==> config.mk <==
export PLATFORM = sky130hd
export DESIGN_NAME = fp16_accum_seq
export DESIGN_NICKNAME = d
export VERILOG_FILES = /design/src/rtl/fp16_pkg.sv /design/src/rtl/fp16_lzd.sv /design/src/rtl/fp16_accum_seq.sv
export SDC_FILE = /design/constraint.sdc
export NUM_CORES = 1
export LEC_CHECK = 0
export ABC_AREA = 1
export CORE_ASPECT_RATIO = 1.1
export CORE_MARGIN = 5
export CORE_UTILIZATION = 60
export CTS_BUF_LIST = sky130_fd_sc_hd__clkbuf_8
export DETAILED_ROUTE_END_ITERATION = 16
export PLACE_DENSITY = 0.81
export SYNTH_ARGS = -nofsm -noshare
export SYNTH_HDL_FRONTEND = slang
export SYNTH_SLANG_ARGS = --single-unit
==> constraint.sdc <==
create_clock -name CLK -period 4.2 [get_ports CLK]
set_clock_uncertainty 0.1 [all_clocks]
set_input_delay 0.84 -clock CLK [delete_from_list [all_inputs] [get_ports CLK]]
set_output_delay 0.84 -clock CLK [all_outputs]
set_load 0.005 [all_outputs]
==> src/rtl/fp16_pkg.sv <==
// FP16 format constants, the unpacked operand type and the unpack helper
// shared by the accumulator datapath.
package fp16_pkg;

  localparam int EXP_W    = 5;
  localparam int FRAC_W   = 10;
  localparam int EXP_BIAS = 15;
  localparam int EXP_MAX  = 31;
  localparam int GUARD_W  = 3;

  localparam logic [15:0] FP16_POS_ZERO = 16'h0000;
  localparam logic [15:0] FP16_POS_INF  = 16'h7C00;
  localparam logic [15:0] FP16_QNAN     = 16'h7E00;

  typedef struct packed {
    logic              sign;
    logic [EXP_W-1:0]  exp;
    logic [FRAC_W:0]   sig;
    logic              is_zero;
    logic              is_inf;
  } fp16_op_t;

  // exp=0 is zero whatever the fraction holds; exp=31 is infinity likewise
  function automatic fp16_op_t fp16_unpack(input logic [15:0] v);
    fp16_op_t o;
    o.sign    = v[15];
    o.exp     = v[14:10];
    o.is_zero = (v[14:10] == '0);
    o.is_inf  = (v[14:10] == EXP_W'(EXP_MAX));
    o.sig     = o.is_zero ? '0 : {1'b1, v[9:0]};
    return o;
  endfunction

endpackage

==> src/rtl/fp16_lzd.sv <==
// 15-bit leading-zero counter; returns 15 for an all-zero input.
module fp16_lzd (
  input  logic [14:0] val,
  output logic [3:0]  lz
);

  // ascending scan: the highest set bit is the last one to assign
  always_comb begin
    lz = 4'd15;
    for (int i = 0; i < 15; i++) begin
      if (val[i]) lz = 4'(14 - i);
    end
  end

endmodule

==> src/rtl/fp16_accum_seq.sv <==
// Sequential FP16 accumulator: sums a LAST-terminated stream of products with
// a four-step (accept/align/add/normalize) adder and reports one sum per group.
//
// state | meaning
// IDLE  | ready for a term
// ALIGN | unpack term and accumulator, align significands
// ADD   | signed magnitude add/subtract
// NORM  | normalize, resolve specials, write accumulator
// HOLD  | result valid, waiting for OUT_READY_i
module fp16_accum_seq
  import fp16_pkg::*;
#(
  parameter int CNT_W = 8
) (
  input  logic             CLK,
  input  logic             RSTN,
  input  logic             IN_VALID_i,
  output logic             IN_READY_o,
  input  logic [15:0]      PROD_i,
  input  logic             LAST_i,
  output logic             OUT_VALID_o,
  input  logic             OUT_READY_i,
  output logic [15:0]      SUM_o,
  output logic [CNT_W-1:0] COUNT_o
);

  localparam int ALN_W = FRAC_W + 1 + GUARD_W;
  localparam int MAG_W = ALN_W + 1;

  typedef enum logic [2:0] {IDLE, ALIGN, ADD, NORM, HOLD} state_t;

  state_t             state, state_nx;
  logic [15:0]        acc, term;
  logic [CNT_W-1:0]   cnt;
  logic               last_q;
  logic [ALN_W-1:0]   aln_t, aln_a, aln_t_d, aln_a_d, t_ext, a_ext;
  logic [EXP_W-1:0]   exp_q, exp_big, diff;
  logic [MAG_W-1:0]   mag_q, mag_d, nrm;
  logic               sign_q, sign_d;
  logic [3:0]         lz, sh;
  logic signed [6:0]  e_res;
  logic [FRAC_W-1:0]  frac;
  logic [15:0]        res;
  fp16_op_t           op_t, op_a;

  assign op_t = fp16_unpack(term);
  assign op_a = fp16_unpack(acc);

  always_comb begin
    t_ext   = op_t.is_zero ? '0 : {op_t.sig, {GUARD_W{1'b0}}};
    a_ext   = op_a.is_zero ? '0 : {op_a.sig, {GUARD_W{1'b0}}};
    diff    = '0;
    exp_big = '0;
    aln_t_d = '0;
    aln_a_d = '0;
    if (op_t.exp >= op_a.exp) begin
      diff    = op_t.exp - op_a.exp;
      exp_big = op_t.exp;
      aln_t_d = t_ext;
      aln_a_d = (diff >= EXP_W'(ALN_W)) ? '0 : (a_ext >> diff);
    end else begin
      diff    = op_a.exp - op_t.exp;
      exp_big = op_a.exp;
      aln_a_d = a_ext;
      aln_t_d = (diff >= EXP_W'(ALN_W)) ? '0 : (t_ext >> diff);
    end
  end

  always_comb begin
    mag_d  = '0;
    sign_d = op_t.sign;
    if (op_t.sign == op_a.sign) begin
      mag_d  = {1'b0, aln_t} + {1'b0, aln_a};
      sign_d = op_t.sign;
    end else if (aln_t >= aln_a) begin
      mag_d  = {1'b0, aln_t - aln_a};
      sign_d = op_t.sign;
    end else begin
      mag_d  = {1'b0, aln_a - aln_t};
      sign_d = op_a.sign;
    end
  end

  fp16_lzd u_lzd (
    .val (mag_q),
    .lz  (lz)
  );

  // carry-out shifts right by one; otherwise bring the leading one to bit 13
  always_comb begin
    sh    = lz - 4'd1;
    nrm   = mag_q << sh;
    frac  = '0;
    e_res = '0;
    if (mag_q[MAG_W-1]) begin
      frac  = FRAC_W'(mag_q >> (GUARD_W + 1));
      e_res = $signed({2'b00, exp_q}) + 7'sd1;
    end else begin
      frac  = FRAC_W'(nrm >> GUARD_W);
      e_res = $signed({2'b00, exp_q}) - $signed({3'b000, sh});
    end

    if (op_t.is_inf && op_a.is_inf && (op_t.sign != op_a.sign))
      res = FP16_QNAN;
    else if (op_a.is_inf)
      res = FP16_POS_INF | {op_a.sign, 15'd0};
    else if (op_t.is_inf)
      res = FP16_POS_INF | {op_t.sign, 15'd0};
    else if (mag_q == '0)
      res = FP16_POS_ZERO;
    else if (e_res < 7'sd1)
      res = FP16_POS_ZERO;
    else if (e_res >= $signed(7'(EXP_MAX)))
      res = FP16_POS_INF | {sign_q, 15'd0};
    else
      res = {sign_q, e_res[EXP_W-1:0], frac};
  end

  always_comb begin
    state_nx    = state;
    IN_READY_o  = 1'b0;
    OUT_VALID_o = 1'b0;
    case (state)
      IDLE: begin
        IN_READY_o = 1'b1;
        if (IN_VALID_i) state_nx = ALIGN;
      end
      ALIGN: state_nx = ADD;
      ADD:   state_nx = NORM;
      NORM:  state_nx = last_q ? HOLD : IDLE;
      HOLD: begin
        OUT_VALID_o = 1'b1;
        if (OUT_READY_i) state_nx = IDLE;
      end
      default: state_nx = IDLE;
    endcase
  end

  always_ff @(posedge CLK or negedge RSTN) begin
    if (!RSTN) begin
      state  <= IDLE;
      acc    <= FP16_POS_ZERO;
      cnt    <= '0;
      term   <= '0;
      last_q <= 1'b0;
      aln_t  <= '0;
      aln_a  <= '0;
      exp_q  <= '0;
      mag_q  <= '0;
      sign_q <= 1'b0;
    end else begin
      state <= state_nx;
      case (state)
        IDLE: begin
          if (IN_VALID_i) begin
            term   <= PROD_i;
            last_q <= LAST_i;
            if (cnt != '1) cnt <= cnt + CNT_W'(1);
          end
        end
        ALIGN: begin
          aln_t <= aln_t_d;
          aln_a <= aln_a_d;
          exp_q <= exp_big;
        end
        ADD: begin
          mag_q  <= mag_d;
          sign_q <= sign_d;
        end
        NORM: acc <= res;
        HOLD: begin
          if (OUT_READY_i) begin
            acc <= FP16_POS_ZERO;
            cnt <= '0;
          end
        end
        default: ;
      endcase
    end
  end

  assign SUM_o   = acc;
  assign COUNT_o = cnt;

endmodule

==> results of run 1 <==
[synthesized netlist by cell type (14+ instances only)]
master and instances:
a22oi_1 17, xor2_1 14, ha_1 55, nand2_1 261
nor3_1 18, inv_1 160, a21oi_1 84, nand3_1 67
clkbuf_1 33, dfrtp_1 93, nor2_1 53, o21ai_0 137
o22ai_1 16
[sequential cells by signal, indices dropped and copies added (netlist names)]
name	flops
sign_q	1
state	3
last_q	1
mag_q	15
aln_t	14
SUM_o	16
aln_a	14
COUNT_o	8
exp_q	5
term	16
[stage by stage]
| stage | instances | instance area, um^2 | setup WS (ps) | utilization [%] |
|---|---|---|---|---|
| after floorplan | 1161 | 8060 | 975 | - |
| after global placement | 1338 | 8640 | 701 | 65.4 |
| after detailed placement | 1338 | 8640 | 549 | 65.4 |
| after CTS | 1353 | 8820 | 540 | 66.8 |
| after global routing | 1353 | 8820 | 80.0 | 66.8 |
| final | 1353 | 8820 | 512 | 66.8 |
[routing by layer]
layer | GRT usage [%] | up-vias
li1 | - | 3939
met1 | 41.6 | 3730
met2 | 43.7 | 317
met3 | 3.96 | 60
met4 | 12.6 | 0
met5 | 0 | -
[worst paths after layout]
path                                      start                     to  slack [ps]  depth (start not counted)
min                          last_q$_DFFE_PN0P_     last_q$_DFFE_PN0P_         390                          2
max reg2reg                mag_q[1]$_DFFE_PN0P_   SUM_o[4]$_DFFE_PN0P_         510                         28
max                        mag_q[1]$_DFFE_PN0P_   SUM_o[4]$_DFFE_PN0P_         510                         28
min in group asynchronous                  RSTN    term[1]$_DFFE_PN0P_         400                          1
max in group asynchronous                  RSTN  SUM_o[11]$_DFFE_PN0P_        2860                          2
min reg2reg                  last_q$_DFFE_PN0P_     last_q$_DFFE_PN0P_         390                          2
[area by class of cell]
class	instances	area, um^2	area share, %
multi-input combinational	858	4930	55.9
clock inverter	6	63.8	0.723
sequential	93	2330	26.4
timing repair buffer	56	533	6.04
tap	161	201	2.28
clock buffer	9	124	1.40
inverter	170	643	7.29
[worst max-delay path, delay by kind of cell (launching register included)]
family / cells / cell delay [ps]
adder cells (fa/ha/maj): 2 / 980
flip-flops: 1 / 430
AO/OA/AOI/OAI: 2 / 260
buffers and inverters: 4 / 270
AND/OR/NAND/NOR: 20 / 1510
[logic make-up after synthesis]
family | after synthesis | synth area share, %
and+or+nand+nor | 445 | 24.6
AOI/OAI and AO/OA | 325 | 23.2
buffers and inverters | 210 | 10.1
DFF | 93 | 28.9
adders and majority gates | 61 | 10.0
xor gates and xnor gates | 20 | 2.41
muxes | 7 | 0.869
==> results.md, run 1 <==
GRT:
- The initial antenna violation count was 0.
- The first global-routing pass estimated ~37000 um of wire.
- The remaining global-route overflow is 0.
- The pin count of the biggest net entering global routing is 57.
- The overall global routing resource usage is between 20 and 30%.
- The via count of the first global-routing pass came to roughly 7500.

Routing:
- Summed over all nets, wire length on met2 after detailed routing comes to 10100 um.
- The routed layout has around 8000 vias.
- Dividing the detail-routed via count by the number of cells gives just under 6.
- The wire length reported by the detailed router is between 20000 and 25000 um.
- The post-detailed-route wirelength per cell is ~17 um.
- For this run, design rule violations remaining after detail routing come to 0.
- Before antenna repair, the detailed router went through 5 iterations.
- The top routing layer in use is met4.
- The detailed-routing wirelength on met1 is around 10000 um.
- In this run the remaining antenna-violating nets after routing total 0.
- The routed length on met3 is approximately 1300 um.
- For this block, the initial DRC count from the detailed router was between 800 and 900.

Place:
- The HPWL after detailed placement is roughly 18000 um.
- The placer's final routability congestion estimate is about 0.95.
- The total of buffers placed on input and output ports is 46.

Floorplan:
- The overall die width is between 100 and 150 um.
- The floorplan die height is around 130 um.
- The core region is 13200 um^2.
- In this run the count of I/O pins placed on the die edge is between 40 and 50.
- The die covers approximately 16000 um^2.
- The initial utilization of the core area, before any placement, comes to approximately three fifths.
- The initialized floorplan defines 44 standard-cell rows.

STA:
- The summed negative setup slack over all endpoints is 0 ps.
- The final-report setup violation count is 0.
- The worst hold slack across all endpoints is between 300 and 400 ps.
- Timing would allow up to 271 MHz.
- The worst pin sits at a relative slew slack of 36.0%.
- Setup repair after global routing left no endpoint under its margin.
- The share of the clock period used by the worst path is between 80% and 90%.
- The final max-slew violation count was 0.
- At the pin with the least slew margin, the transition time is ~950 ps.
- Subtracting the final worst setup slack from the clock period gives between 3000 and 4000 ps.
- The hold violation total from the final report is 0.

Critical path:
- The data required time at the worst endpoint is around 4400 ps.
- Of all nets on the critical path, the largest fanout is 26.
- The worst setup path is launched from a flip-flop.
- The highest cell delay on the worst timing path is 560 ps.
- Data on the critical path arrives at its endpoint at 3850 ps.
- The cell with the biggest individual delay on the critical path is fa_1.
- The critical path endpoint category is a flip-flop.
- By instance count, the cell type seen most on the critical path is nand2_1.
- The start-to-end type of the worst setup path is reg -> reg.

Finish:
- The final layout contains 1270 nets.
- The most common cell after layout, fill and taps aside is nand2_1.
- The share of post-route cells with drive strength above 1 is 5.54%.
- The repair_antennas step left the layout with diodes totalling 0.
- Relative to the synthesized area, the layout overhead comes to 9.42%.
- The library cells used most frequently in the layout, excluding fill and tap cells, are nand2_1, inv_1, o21ai_0.
- The layout has between 1000 and 1500 filler cells.

Clock tree:
- For this design, the CTS-stage hold fixing added 0 buffers.
- The root buffer cell chosen for the clock tree is clkbuf_8.
- The clock reaches the later pin of the worst-skew pair after around 380 ps.
- Post-CTS repair changed the size of 0 cells.
- Clock-pin slew was measured on the worst setup and hold paths at roughly 100 ps.
- After clock tree synthesis, the setup repair step added 0 buffers.
- In this run the deepest clock path goes through 2 buffers.
- The H-tree was split into 3 levels.
- TritonCTS created 9 clock buffers.
- The CTS tree is yes.
- The number of sinks handled by clock tree synthesis is a little over 90.

Logic synthesis:
- The cell type with the largest total area after synthesis is dfrtp_1.
- The fraction of the yosys area taken by sequential cells is 28.9%.
- The most used flip-flop cell after synthesis is dfrtp_1.
- Dividing the synthesized area by the synthesized cell count gives between 6 and 7 um^2.
- The cell count after synthesis came out at between 1000 and 1500.
- The number of nets handed over by synthesis was about 1200.
- The area fraction of the dominant cell type after synthesis is 28.9%.
- Synthesis inferred a little over 90 register bits.
- The cell area that synthesis handed to floorplanning was 8060 um^2.
- The fraction of registers with async set or reset after synthesis is 100%.
- The number of enable-type register cells in the synthesized netlist is 0.
- By area the synthesized netlist is led by dfrtp_1, nand2_1, ha_1.
- Synthesis instantiated 60 different standard cells from the library.
- The total of warnings raised by yosys is 0.

Min path:
- The tightest min-delay check is of the reg -> reg type.

Run:
- The number of max-cap violations is 0.

Run status:
- The flow ran to the end, and the final reports show no timing, DRC or antenna violations.
Power of run 1 is left out: the tool's default activity adds up to more than one toggle a clock period on the data nets, which glitch-free logic cannot reach.
==> run 2: changes to the inputs <==
--- a/config.mk
+++ b/config.mk
@@ -7,9 +7,10 @@
 export LEC_CHECK = 0
 export ABC_AREA = 1
 export CORE_ASPECT_RATIO = 1.1
-export CORE_MARGIN = 5
+export CORE_MARGIN = 8
 export CORE_UTILIZATION = 60
 export CTS_BUF_LIST = sky130_fd_sc_hd__clkbuf_8
+export CTS_CLUSTER_DIAMETER = 200
 export DETAILED_ROUTE_END_ITERATION = 16
 export PLACE_DENSITY = 0.81
 export SYNTH_ARGS = -nofsm -noshare
==> run 2 against run 1 <==
Net effect: wire length up 2.3%; flip-flop and latch count unchanged; hold slack lost 1.9 ps; via count up 0.72%; first-iteration DRC count up 0.97%; maximum frequency about the same; register-to-register slack is essentially flat; setup slack gained 1.2 ps; count of clock-buffer cells in the layout rose by 2; design area is essentially flat; critical path type unchanged.
==> results.md, run 2 (synthesis results as in run 1) <==
Run status:
- The run finished with clean final reports.

Critical path:
- The worst setup path is launched from a flip-flop.
- The largest individual stage delay along the critical path comes from the cell fa_1.
- The data required time at the worst endpoint is 4360 ps (about the same).
- The data arrival time of the critical path is 3840 ps (about the same).
- The critical path endpoint category is a flip-flop.
- The largest fanout on the critical path came to 26 (unchanged).
- The logic depth of the worst register-to-register path is 27 (-3.6%).
- The cell with the most instances on the worst path is nand2_1.
- The highest cell delay on the worst timing path is 560 ps (about the same).
- The start-to-end type of the worst setup path is reg -> reg.

Routing:
- The post-detailed-route wirelength per cell is 17.0 um (+2.2%).
- The remaining routing DRC violations is 0 (unchanged).
- The average via count per standard cell is 5.99 (+0.65%).
- The number of optimization iterations in the first detailed-route pass is 6 (+1).
- The wire length reported by the detailed router came to 23100 um (+2.3%).
- The DRC violation total after the first TritonRoute iteration is 837 (+0.97%).
- The number of vias after detailed routing is 8104 (+0.72%).
- The remaining antenna violation count after routing is 0 (unchanged).

Floorplan:
- The number of top-level pins is 47 (unchanged).
- The floorplan die height is 138 um (+4.6%).
- The area of the die was 17400 um^2 (+9.8%).
- The core region area is 13200 um^2 (-0.42%).
- The starting utilization of the core area is 61.3% (+0.26 points).
- The overall die width is 127 um (+5.0%).
- The number of placement rows is 44 (unchanged).

Place:
- The HPWL after detailed placement is 18000 um (+1.5%).
- The total of buffers placed on input and output ports came to 46 (unchanged).
- The placer's final routability congestion estimate came to 0.954 (about the same).

Clock tree:
- The CTS tree is yes.
- The number of sinks handled by clock tree synthesis is 93 (unchanged).
- The number of setup buffers added after CTS is 0 (unchanged).
- The number of gates resized after CTS is 0 (unchanged).
- The number of buffers inserted during clock tree synthesis is 9 (unchanged).
- The total of hold buffers inserted after clock tree synthesis is 0 (unchanged).
- CTS placed an instance of clkbuf_8 at the clock tree root.
- The clock slew seen by the registers of the worst setup and hold paths is 100 ps (about the same).
- The worst-case clock buffer depth came to 2 (unchanged).
- The insertion delay to the later sink of the worst-skew pair is 380 ps (about the same).
- The number of levels the H-tree was split into came to 3 (unchanged).

STA:
- The shortest period the worst path allows came to 3690 ps (-1.24 ps).
- The hold violation total from the final report was 0 (unchanged).
- The transition at the pin with the smallest max-transition slack is 1000 ps (+47.7 ps).
- The final max-slew violation count is 0 (unchanged).
- The final-report setup violation count is 0 (unchanged).
- The timing-limited maximum frequency is 271 MHz (about the same).
- The worst slew margin relative to its limit is 32.8% (-3.2 points).
- The share of the clock period used by the worst path came to 87.8% (about the same).
- Setup repair after global routing left no endpoint under its margin.
- The summed negative setup slack over all endpoints came to 0 ps (unchanged).

GRT:
- The global-route wire length before repair is 37800 um (+1.2%).
- The remaining global-route overflow is 0 (unchanged).
- The pin count of the biggest net entering global routing is 75 (+32%).
- The initial antenna violation count was 0 (unchanged).
- The overall global routing resource usage came to 27.2% (-1.8 points).
- The via count of the first global-routing pass came to 7559 (+1.3%).

Min path:
- The worst hold path class is reg -> reg.
- The hold path depth came to 2 (unchanged).

Finish:
- The net total in the final layout is 1270 (unchanged).
- The count of antenna diodes in the layout is 0 (unchanged).
- The top cell types in the final layout, fill and taps aside, are nand2_1, inv_1, o21ai_0.
- The growth of design area from synthesis to finish is 9.46% (about the same).
- The most common cell after layout, fill and taps aside is nand2_1.
- The share of post-route cells with drive strength above 1 is 5.70% (+0.16 points).

Run:
- The number of max-cap violations is 0 (unchanged).
==> run 2: layer usage <==
layer  vias up  GRT usage (%)  share of wire [%]
met4         0           16.1                5.1
met1      3696           36.0                 44
li1       3957              -                  -
met3        79           3.79                7.3
met2       372           41.8                 44
met5         -              0                  0
==> run 2: metrics by stage <==
stage / hold WS [ps] / instance area (um^2) / setup WS, ps / cells / util (%)
floorplan: 342 / 8060 / 975 / 1161 / -
global route: 470 / 8830 / 66.1 / 1354 / 67.1
finish: 386 / 8830 / 513 / 1354 / 67.1
CTS: 378 / 8830 / 536 / 1354 / 67.1
detailed placement: 358 / 8640 / 565 / 1338 / 65.6
global placement: 356 / 8640 / 667 / 1338 / 65.6
==> run 2: final timing paths <==
| path | startpoint | end | slack (ps) |
|---|---|---|---|
| worst min register to register | last_q$_DFFE_PN0P_ | state[2]$_DFFE_PN0P_ | 390 |
| worst min-delay path | last_q$_DFFE_PN0P_ | state[2]$_DFFE_PN0P_ | 390 |
| min in group asynchronous | RSTN | aln_a[1]$_DFFE_PN0N_ | 500 |
| worst max register to register | mag_q[0]$_DFFE_PN0P_ | SUM_o[9]$_DFFE_PN0P_ | 510 |
| max in group asynchronous | RSTN | term[9]$_DFFE_PN0P_ | 2720 |
| worst max-delay path | mag_q[0]$_DFFE_PN0P_ | SUM_o[9]$_DFFE_PN0P_ | 510 |
==> run 2: cell type report <==
cell class / instances / area [um^2]
multi-input cells: 858 / 4930
fillers: 1192 / 4330
flip-flops and latches: 93 / 2330
inverters: 170 / 643
repair buffers: 56 / 533
well taps: 161 / 201
clock buffers: 11 / 151
clock inverters: 5 / 40.0
==> run 2: critical path, delay by kind of cell (launching register included) <==
kind            cells  cell delay (ps)
flops               1              440
fa+ha+maj           2             1070
buf+inv             3              200
simple gates       20             1450
compound gates      2              310
Power of run 2 is left out for the same reason.
==> run 3: changes to the inputs <==
--- a/config.mk
+++ b/config.mk
@@ -6,13 +6,14 @@
 export NUM_CORES = 1
 export LEC_CHECK = 0
 export ABC_AREA = 1
+export CAP_MARGIN = 15
 export CORE_ASPECT_RATIO = 1.1
 export CORE_MARGIN = 8
-export CORE_UTILIZATION = 60
+export CORE_UTILIZATION = 40
 export CTS_BUF_LIST = sky130_fd_sc_hd__clkbuf_8
 export CTS_CLUSTER_DIAMETER = 200
 export DETAILED_ROUTE_END_ITERATION = 16
-export PLACE_DENSITY = 0.81
+export PLACE_DENSITY = 0.58
 export SYNTH_ARGS = -nofsm -noshare
 export SYNTH_HDL_FRONTEND = slang
 export SYNTH_SLANG_ARGS = --single-unit
==> run 3 against run 2 <==
Net effect: sequential share of layout area fell by 0.36 points; count of clock-buffer cells in the layout fell by 1; hold slack improved by 5.6 ps; maximum frequency rose by 1.1%; setup slack improved by 39 ps; global-route usage fell by 7.1 points; flip-flop and latch count did not move; critical path depth rose by 3; register-to-register slack improved by 40 ps; die area rose by 43%; critical endpoint is now SUM_o[4]$_DFFE_PN0P_; largest cell class unchanged; highest routed layer unchanged.
==> results.md, run 3 (synthesis results as in run 1) <==
Run status:
- The flow ran to the end, and the final reports show no timing, DRC or antenna violations.

Floorplan:
- The core region area came to 19800 um^2 (+50%).
- The overall die width was 151 um (+20%).
- The starting utilization of the core area is 40.7% (-21 points).
- The area of the die is 25000 um^2 (+43%).
- The floorplan die height was 165 um (+20%).
- The number of top-level pins came to 47 (unchanged).
- The number of placement rows is 54 (+23%).

Critical path:
- The endpoint identified for the worst register-to-register timing path is SUM_o[4]$_DFFE_PN0P_.
- The critical path is of the reg -> reg type.
- The critical path starts at mag_q[1]$_DFFE_PN0P_.
- The logic depth of the worst register-to-register path is 30 (+11%).
- The data arrival time of the critical path is 3820 ps (-20 ps).
- The critical path endpoint category is a flip-flop.
- Following the worst setup path forward leads to its endpoint at SUM_o[4]$_DFFE_PN0P_.
- The launching point of the worst reg2reg path is mag_q[1]$_DFFE_PN0P_.
- The setup slack of the worst register-to-register path is 550 ps (+40 ps).
- The data required time at the worst endpoint is 4380 ps (+20 ps).
- The cell with the biggest individual delay on the critical path is xor2_4.
- STA classifies the critical path startpoint as a flip-flop.
- The highest cell delay on the worst timing path is 460 ps (-100 ps).
- The cell with the most instances on the worst path is nand2_1.
- The largest fanout on the critical path is 26 (unchanged).

Place:
- The placer's final routability congestion estimate is 0.904 (-5.2%).
- The total of buffers placed on input and output ports is 46 (unchanged).
- The HPWL after detailed placement was 19400 um (+7.7%).
- The instance area after placement is 8760 um^2 (+1.5%).

Clock tree:
- The number of levels the H-tree was split into is 3 (unchanged).
- The total of hold buffers inserted after clock tree synthesis is 0 (unchanged).
- The root buffer cell chosen for the clock tree is clkbuf_8.
- The worst-case clock buffer depth is 2 (unchanged).
- The clock slew seen by the registers of the worst setup and hold paths was 100 ps (about the same).
- The number of setup buffers added after CTS came to 0 (unchanged).
- The number of sinks handled by clock tree synthesis is 93 (unchanged).
- The insertion delay to the later sink of the worst-skew pair was 400 ps (+20 ps).
- The number of buffers inserted during clock tree synthesis is 9 (unchanged).
- TritonCTS built the clock tree.
- The number of gates resized after CTS is 0 (unchanged).

STA:
- The transition at the pin with the smallest max-transition slack is 1000 ps (+3.40 ps).
- The final-report setup violation count is 0 (unchanged).
- The shortest period the worst path allows is 3650 ps (-39.2 ps).
- The share of the clock period used by the worst path is 86.9% (-0.93 points).
- The summed negative setup slack over all endpoints is 0 ps (unchanged).
- The timing-limited maximum frequency is 274 MHz (+1.1%).
- The worst slew margin relative to its limit is 32.5% (-0.23 points).
- The hold violation total from the final report is 0 (unchanged).
- The final max-slew violation count is 0 (unchanged).
- Setup repair after global routing left no endpoint under its margin.

Min path:
- In this run the worst hold path is classified as reg -> reg.
- The start point of the worst min-delay path is last_q$_DFFE_PN0P_.

Finish:
- The net total in the final layout is 1272 (+0.16%).
- In the layout the commonest cells are nand2_1, inv_1, o21ai_0.
- The growth of design area from synthesis to finish is 11.0%.
- The final standard cell area without fillers is 8950 um^2 (+1.4%).
- The post-route core utilization is 45.2% (-22 points).
- The library cell used most frequently in the layout, excluding fill and tap cells, is nand2_1.
- The count of antenna diodes in the layout is 0 (unchanged).
- The share of post-route cells with drive strength above 1 came to 5.77% (+0.074 points).
- The fill cell instance count of the final layout came to 2060 (+73%).

Routing:
- The remaining antenna violation count after routing came to 0 (unchanged).
- The number of optimization iterations in the first detailed-route pass is 5 (-1).
- The post-detailed-route wirelength per cell came to 17.0 um (-0.33%).
- The number of vias after detailed routing is 7834 (-3.3%).
- The wire length reported by the detailed router is 24600 um (+6.5%).
- The DRC violation total after the first TritonRoute iteration came to 634 (-24%).
- The average via count per standard cell came to 5.41 (-9.5%).
- The remaining routing DRC violations is 0 (unchanged).

GRT:
- The overall global routing resource usage is 20.1% (-7.1 points).
- The remaining global-route overflow is 0 (unchanged).
- The initial antenna violation count is 0 (unchanged).
- The via count of the first global-routing pass is 7542 (-0.22%).
- The global-route wire length before repair is 39300 um (+4.0%).
- The pin count of the biggest net entering global routing is 79 (+5.3%).

Run:
- The number of max-cap violations is 0 (unchanged).
-- run 3: cell types whose count changed in the layout (fill, tap and decap cells not counted), sizes merged --
cell,delta
buf,+2
clkinvlp,+2
clkbuf,-1
clkinv,-1
-- run 3: worst min-delay path by stage --
stage,to,slack (ps),depth (start not counted)
after floorplan,state[2]$_DFFE_PN0P_,340,2
after global placement,state[2]$_DFFE_PN0P_,360,2
after detailed placement,state[2]$_DFFE_PN0P_,370,2
after CTS,state[2]$_DFFE_PN0P_,400,2
after global routing,state[2]$_DFFE_PN0P_,410,2
final,state[2]$_DFFE_PN0P_,390,2
-- run 3: final cells by class --
class | count | area, um^2 | share of cell area, %
clock buffers | 10 | 138 | 1.54
clock inverters | 6 | 47.5 | 0.531
inverters | 170 | 643 | 7.19
multi-input cells | 858 | 4930 | 55.1
flip-flops and latches | 93 | 2330 | 26.0
well taps | 252 | 315 | 3.52
repair buffers | 58 | 548 | 6.12
-- run 3: worst max-delay path, delay by kind of cell, from the launching register on --
kind,cells,cell delay [ps]
fa+ha+maj,1,310
buf+inv,2,180
flops,1,430
compound gates,2,210
simple gates,23,1690
xor+xnor,2,600
-- run 3: metrics by stage --
step / cells / hold WS [ps] / worst slack, ps
3_3_place_gp: 1431 / 358 / 653
6_report: 1447 / 392 / 552
5_1_grt: 1447 / 411 / 137
3_5_place_dp: 1431 / 372 / 567
4_1_cts: 1447 / 397 / 559
2_1_floorplan: 1161 / 342 / 975
-- run 3: per-layer routing --
| layer | global-route usage, % | routed length, um | vias to the layer above | share of wire, % |
|---|---|---|---|---|
| met2 | 31.5 | 11100 | 243 | 45 |
| met5 | 0 | 0 | - | 0 |
| met1 | 27.0 | 11500 | 3596 | 47 |
| met4 | 8.96 | 839 | 0 | 3.4 |
| li1 | - | - | 3950 | - |
| met3 | 2.88 | 1110 | 45 | 4.5 |
Power of run 3 is left out for the same reason.
==> variant 1: new RTL, flow settings as in run 3 <==
Set the parameter `CNT_W` to 7 (it was 8).
--- a/src/rtl/fp16_accum_seq.sv
+++ b/src/rtl/fp16_accum_seq.sv
@@ -11,5 +11,5 @@
   import fp16_pkg::*;
 #(
-  parameter int CNT_W = 8
+  parameter int CNT_W = 7
 ) (
   input  logic             CLK,
Ports: changed (resized COUNT_o); port bits go from 47 to 46. No check against the original RTL was run, so the function may have changed too.
==> variant 1 against run 3 <==
- worst setup slack improved by 0.043 ns
- area after synthesis is 1.5% lower
- count of clock-buffer cells in the layout shrank 1
- sequential cell count down 1
- die area fell by 1.4%
- highest routed layer unchanged
- worst hold slack worse by 0.061 ns
- routed wire length rose by 2.0%
- cell area fell by 0.73%
Power is left out: the tool's default activity adds up to more than one toggle a clock period on the data nets, which glitch-free logic cannot reach.
==> variant 1: results (changes against run 3) <==
endpoint: "SUM_o[7]$_DFFE_PN0P_"
drive_above_1_share_pct: 5.64  # -0.13 points
worstMarginPinSlew_ns: 1.14  # +0.133 ns
syn-num-nets: 1247  # +0.32%
fin_crit_ns: 3.60  # -0.0429 ns
cts.reportedPaths.clkPinSlew_ns: 0.11
vias_per_cell: 5.43  # +0.29%
hold_path_class: "primary input to asynchronous set/reset pin"
wire_per_inst_um: 17.2  # +1.3%
synth_warnings: 0  # unchanged
synth-compound-area-share_pct: 22.4  # -0.81 points
timing.rr.start: "mag_q[1]$_DFFE_PN0P_"
cts-root-buf: "clkbuf_8"
first_global_vias: 7499  # -0.57%
post-place-ws_ns: 0.689  # +0.123 ns
status: "finished clean"
cp_max_fo: 24  # -7.7%
synthArstFlopShare_pct: 100  # unchanged
rr_worst_depth: 32  # +6.7%
grt_pass1_wl_um: 40100  # +2.0%
place_congestion: 0.974  # +7.8%
antenna_found_initial: 0  # unchanged
critPathMaxStageDelay_ns: 0.42  # -0.04 ns
muxShareOfSynthArea_pct: 0.504  # -0.36 points
yosysSeqAreaShare_pct: 29.0  # +0.13 points
fillers: 2058  # -0.097%
clk_latency_ns: 0.40  # about the same
cts_setup_buffers: 0  # unchanged
crit_path_start: "mag_q[1]$_DFFE_PN0P_"
ctsResizeCount: 0  # unchanged
ys_types: 52  # -13%
drt_iter0_drc: 644  # +1.6%
cpMaxStageDelayCell: "dfrtp_1"
htree_levels: 3  # unchanged
synthTopCellsByArea: "dfrtp_1 (29%), nand2_1 (13%), ha_1 (8.7%)"
portBuffers: 45  # -2.2%
dp_hpwl_um: 20000  # +2.9%
diodes: 0  # unchanged
final.setup.tns_ns: 0  # unchanged
grt_max_degree: 46  # -42%
synth_commonest_cells: "nand2_1 (277), inv_1 (149), o21ai_0 (110), dfrtp_1 (92), nor2_1 (77)"
first_pass_iters: 7  # +2
numCtsBuffers: 9  # unchanged
fin_nets: 1282  # +0.79%
reg2reg_setup_slack_ns: 0.60  # +0.04 ns
synth-adder-area-share_pct: 10.2  # +0.15 points
synth_xor_area_share_pct: 2.43  # +0.021 points
clk_path_buf_depth: 2  # unchanged
grt_usage_pct: 20.6  # +0.52 points
==> variant 1: cell types whose count changed after synthesis, sizes merged, moves of 8 or more <==
cell	before	now
nor2	58	80
a21oi	85	64
o22ai	17	30
nand2	271	283
inv	169	161
o21ai	147	139
==> variant 1: layout make-up <==
type / count / area share, %
well taps: 252 / 3.55
flip-flops and latches: 92 / 25.9
repair buffers: 63 / 6.56
clock inverters: 7 / 0.859
clock buffers: 9 / 1.39
multi-input cells: 865 / 54.6
inverters: 169 / 7.14
==> variant 1: cell families after synthesis <==
family,after synthesis
AND/OR/NAND/NOR,472
AO/OA/AOI/OAI,306
buffers and inverters,208
flip-flops,92
adder cells (fa/ha/maj),61
XOR/XNOR,22
multiplexers,4
==> variant 1: critical path: cells and delay by family (launching register included) <==
kind	cells	cell delay (ns)
XOR/XNOR	1	0.13
AND/OR/NAND/NOR	23	1.80
AO/OA/AOI/OAI	2	0.32
flip-flops	1	0.42
adder cells (fa/ha/maj)	1	0.21
buffers and inverters	5	0.54
==> variant 1: layer usage <==
layer	GRT usage, %	up-vias	part of all wire (%)	routed length, µm
met5	0	-	0	0
met2	34.6	239	48	11900
li1	-	3974	-	-
met1	27.2	3650	46	11400
met3	2.70	48	4.6	1160
met4	5.96	0	2.0	505
==> variant 1: through the flow <==
| step | hold slack (ns) | instances | util, % | area, µm² |
|---|---|---|---|---|
| 2_1_floorplan | 0.349 | 1165 | - | 7940 |
| 3_3_place_gp | 0.370 | 1441 | 44.2 | 8680 |
| 3_5_place_dp | 0.376 | 1441 | 44.2 | 8680 |
| 4_1_cts | 0.348 | 1457 | 45.2 | 8880 |
| 5_1_grt | 0.370 | 1457 | 45.2 | 8880 |
| 6_report | 0.331 | 1457 | 45.2 | 8880 |
==> variant 2: new RTL, flow settings as in run 3 <==
Made on the original files. Reset style: synchronous (`RSTN`), changed in one clocked block.
--- a/src/rtl/fp16_accum_seq.sv
+++ b/src/rtl/fp16_accum_seq.sv
@@ -137,5 +137,5 @@
   end
 
-  always_ff @(posedge CLK or negedge RSTN) begin
+  always_ff @(posedge CLK) begin
     if (!RSTN) begin
       state  <= IDLE;
Function: differs if RSTN is asserted again (counterexample within 4 cycles, from zero or initial values and one cycle with RSTN low); with RSTN held inactive, the same outputs for 4 cycles.
==> variant 2 against run 3 <==
- cell area fell by 3.0%
- first-iteration DRC count fell by 8.2%
- via count rose by 1.9%
- worst setup slack improved by 0.077 ns
- count of clock-buffer cells in the layout fell by 1
- cell count fell by 0.14%
- sequential cell count did not move
- area after synthesis fell by 3.2%
- fmax rose by 2.2%
- critical path depth fell by 3
- routed wire length fell by 0.90%
- highest routed layer unchanged
==> variant 2: results (changes against run 3) <==
synthTopCellsByArea: "dfxtp_1 (24%), nand2_1 (9.4%), a21oi_1 (8.9%)"
cp_max_fo: 18  # -31%
synth_warnings: 0  # unchanged
cts_setup_buffers: 0  # unchanged
relSlewSlack_pct: 36.6  # +4.1 points
numCtsBuffers: 9  # unchanged
synthArstFlopShare_pct: 0  # -100 points
diodes: 0  # unchanged
cts.reportedPaths.clkPinSlew_ns: 0.11
vias: 7985  # +1.9%
hold_depth: 2  # unchanged
min_to: "last_q$_SDFFE_PN0P_"
vdd_ir_drop_max_uv: 172
portBuffers: 46  # unchanged
grt_usage_pct: 20.1  # about the same
dp_hpwl_um: 19500  # +0.45%
r2r-end: "SUM_o[6]$_SDFFE_PN0P_"
drt_iter0_drc: 582  # -8.2%
ctsResizeCount: 0  # unchanged
p_leak_uw: 0.00380
first_pass_iters: 6  # +1
critPathMaxStageDelay_ns: 0.45
place_congestion: 0.927  # +2.5%
syn-num-nets: 1252  # +0.72%
grt_pass1_wl_um: 39200  # -0.26%
htree_levels: 3  # unchanged
first_global_vias: 7501  # -0.54%
cp.arrival_ns: 3.72  # -0.10 ns
drive_above_1_share_pct: 7.01  # +1.2 points
yosysSeqAreaShare_pct: 23.9  # -5.0 points
ys_types: 58  # -3.3%
clk_path_buf_depth: 2  # unchanged
antenna_found_initial: 0  # unchanged
grt_max_degree: 56  # -29%
rr_worst_depth: 27  # -10%
status: "finished clean"
reg2reg_setup_slack_ns: 0.63  # +0.08 ns
timing.rr.start: "mag_q[1]$_SDFFE_PN0P_"
hold_path_class: "flop to flop"
cts-root-buf: "clkbuf_8"
hp-start: "last_q$_SDFFE_PN0P_"
yosys_most_used_dff: "dfxtp_1"
clk_latency_ns: 0.40  # about the same
synth_commonest_cells: "nand2_1 (195), inv_1 (167), a21oi_1 (138), o21ai_0 (122), dfxtp_1 (93)"
cpLargestDelayFamily: "simple AND/OR/NAND/NOR gates"
wire_per_inst_um: 16.8  # -0.77%
cpMaxStageDelayCell: "xor2_4"
-- variant 2: changes by cell type after synthesis, sizes merged, moves of 16 or more --
cell / before / now
dfrtp: 93 / 0
a221oi: 1 / 23
nand2: 271 / 205
dfxtp: 0 / 93
a21oi: 85 / 140
nor2: 58 / 75
o211ai: 11 / 30
o21ai: 147 / 131
-- variant 2: worst max-delay path by stage --
stage                     slack [ns]                  start                endpoint
after detailed placement        0.68  mag_q[1]$_SDFFE_PN0P_   SUM_o[6]$_SDFFE_PN0P_
after CTS                       0.66  mag_q[1]$_SDFFE_PN0P_   SUM_o[6]$_SDFFE_PN0P_
after floorplan                 0.77  mag_q[1]$_SDFFE_PN0P_   SUM_o[4]$_SDFFE_PN0P_
after global placement          0.75  mag_q[1]$_SDFFE_PN0P_  SUM_o[11]$_SDFFE_PN0P_
after global routing            0.20  mag_q[0]$_SDFFE_PN0P_   SUM_o[6]$_SDFFE_PN0P_
final                           0.63  mag_q[1]$_SDFFE_PN0P_   SUM_o[6]$_SDFFE_PN0P_
-- variant 2: final cells by class --
class | count | area (µm²)
fill | 2012 | 10400
clock buffer | 9 | 124
sequential | 93 | 1860
timing repair buffer | 61 | 573
multi-input combinational | 851 | 5070
clock inverter | 7 | 76.3
inverter | 177 | 667
tap | 247 | 309
-- variant 2: where the power goes --
| part | switching [µW] | leakage, µW | internal [µW] | total, µW |
|---|---|---|---|---|
| Sequential | 80.9 | 0.000760 | 954 | 1040 |
| Combinational | 1510 | 0.00293 | 746 | 2260 |
| Clock | 384 | 0.000102 | 236 | 620 |
-- variant 2: stage by stage --
stage	setup WS (ns)	area, µm²	power, µW	instances	hold WS, ns
after floorplan	0.767	7800	2730	1170	0.341
after global placement	0.751	8480	3290	1429	0.355
after detailed placement	0.675	8480	3280	1429	0.358
after CTS	0.656	8680	3910	1445	0.373
after global routing	0.199	8680	4260	1445	0.404
final	0.629	8680	3910	1445	0.375
-- variant 2: kinds of logic (layout without fill, tap and decap cells) --
| kind of cell | after synthesis | after routing | synth area share [%] |
|---|---|---|---|
| buffers and inverters | 226 | 254 | 11.2 |
| AO/OA/AOI/OAI | 383 | 383 | 29.0 |
| XOR/XNOR | 23 | 23 | 2.92 |
| flip-flops | 93 | 93 | 23.9 |
| AND/OR/NAND/NOR | 378 | 378 | 21.9 |
| adder cells (fa/ha/maj) | 61 | 61 | 10.4 |
| multiplexers | 6 | 6 | 0.770 |
-- variant 2: layer usage --
metal / up-vias / share of wire [%] / track usage, %
li1: 4020 / - / -
met1: 3689 / 46 / 26.1
met2: 242 / 47 / 33.6
met3: 34 / 4.4 / 2.58
met4: 0 / 2.6 / 7.03
met5: - / 0 / 0
-- variant 2: worst min-delay path, delay by kind of cell, from the launching register on --
kind	cells	cell delay [ns]
flops	1	0.33
simple gates	1	0.06
compound gates	1	0.05
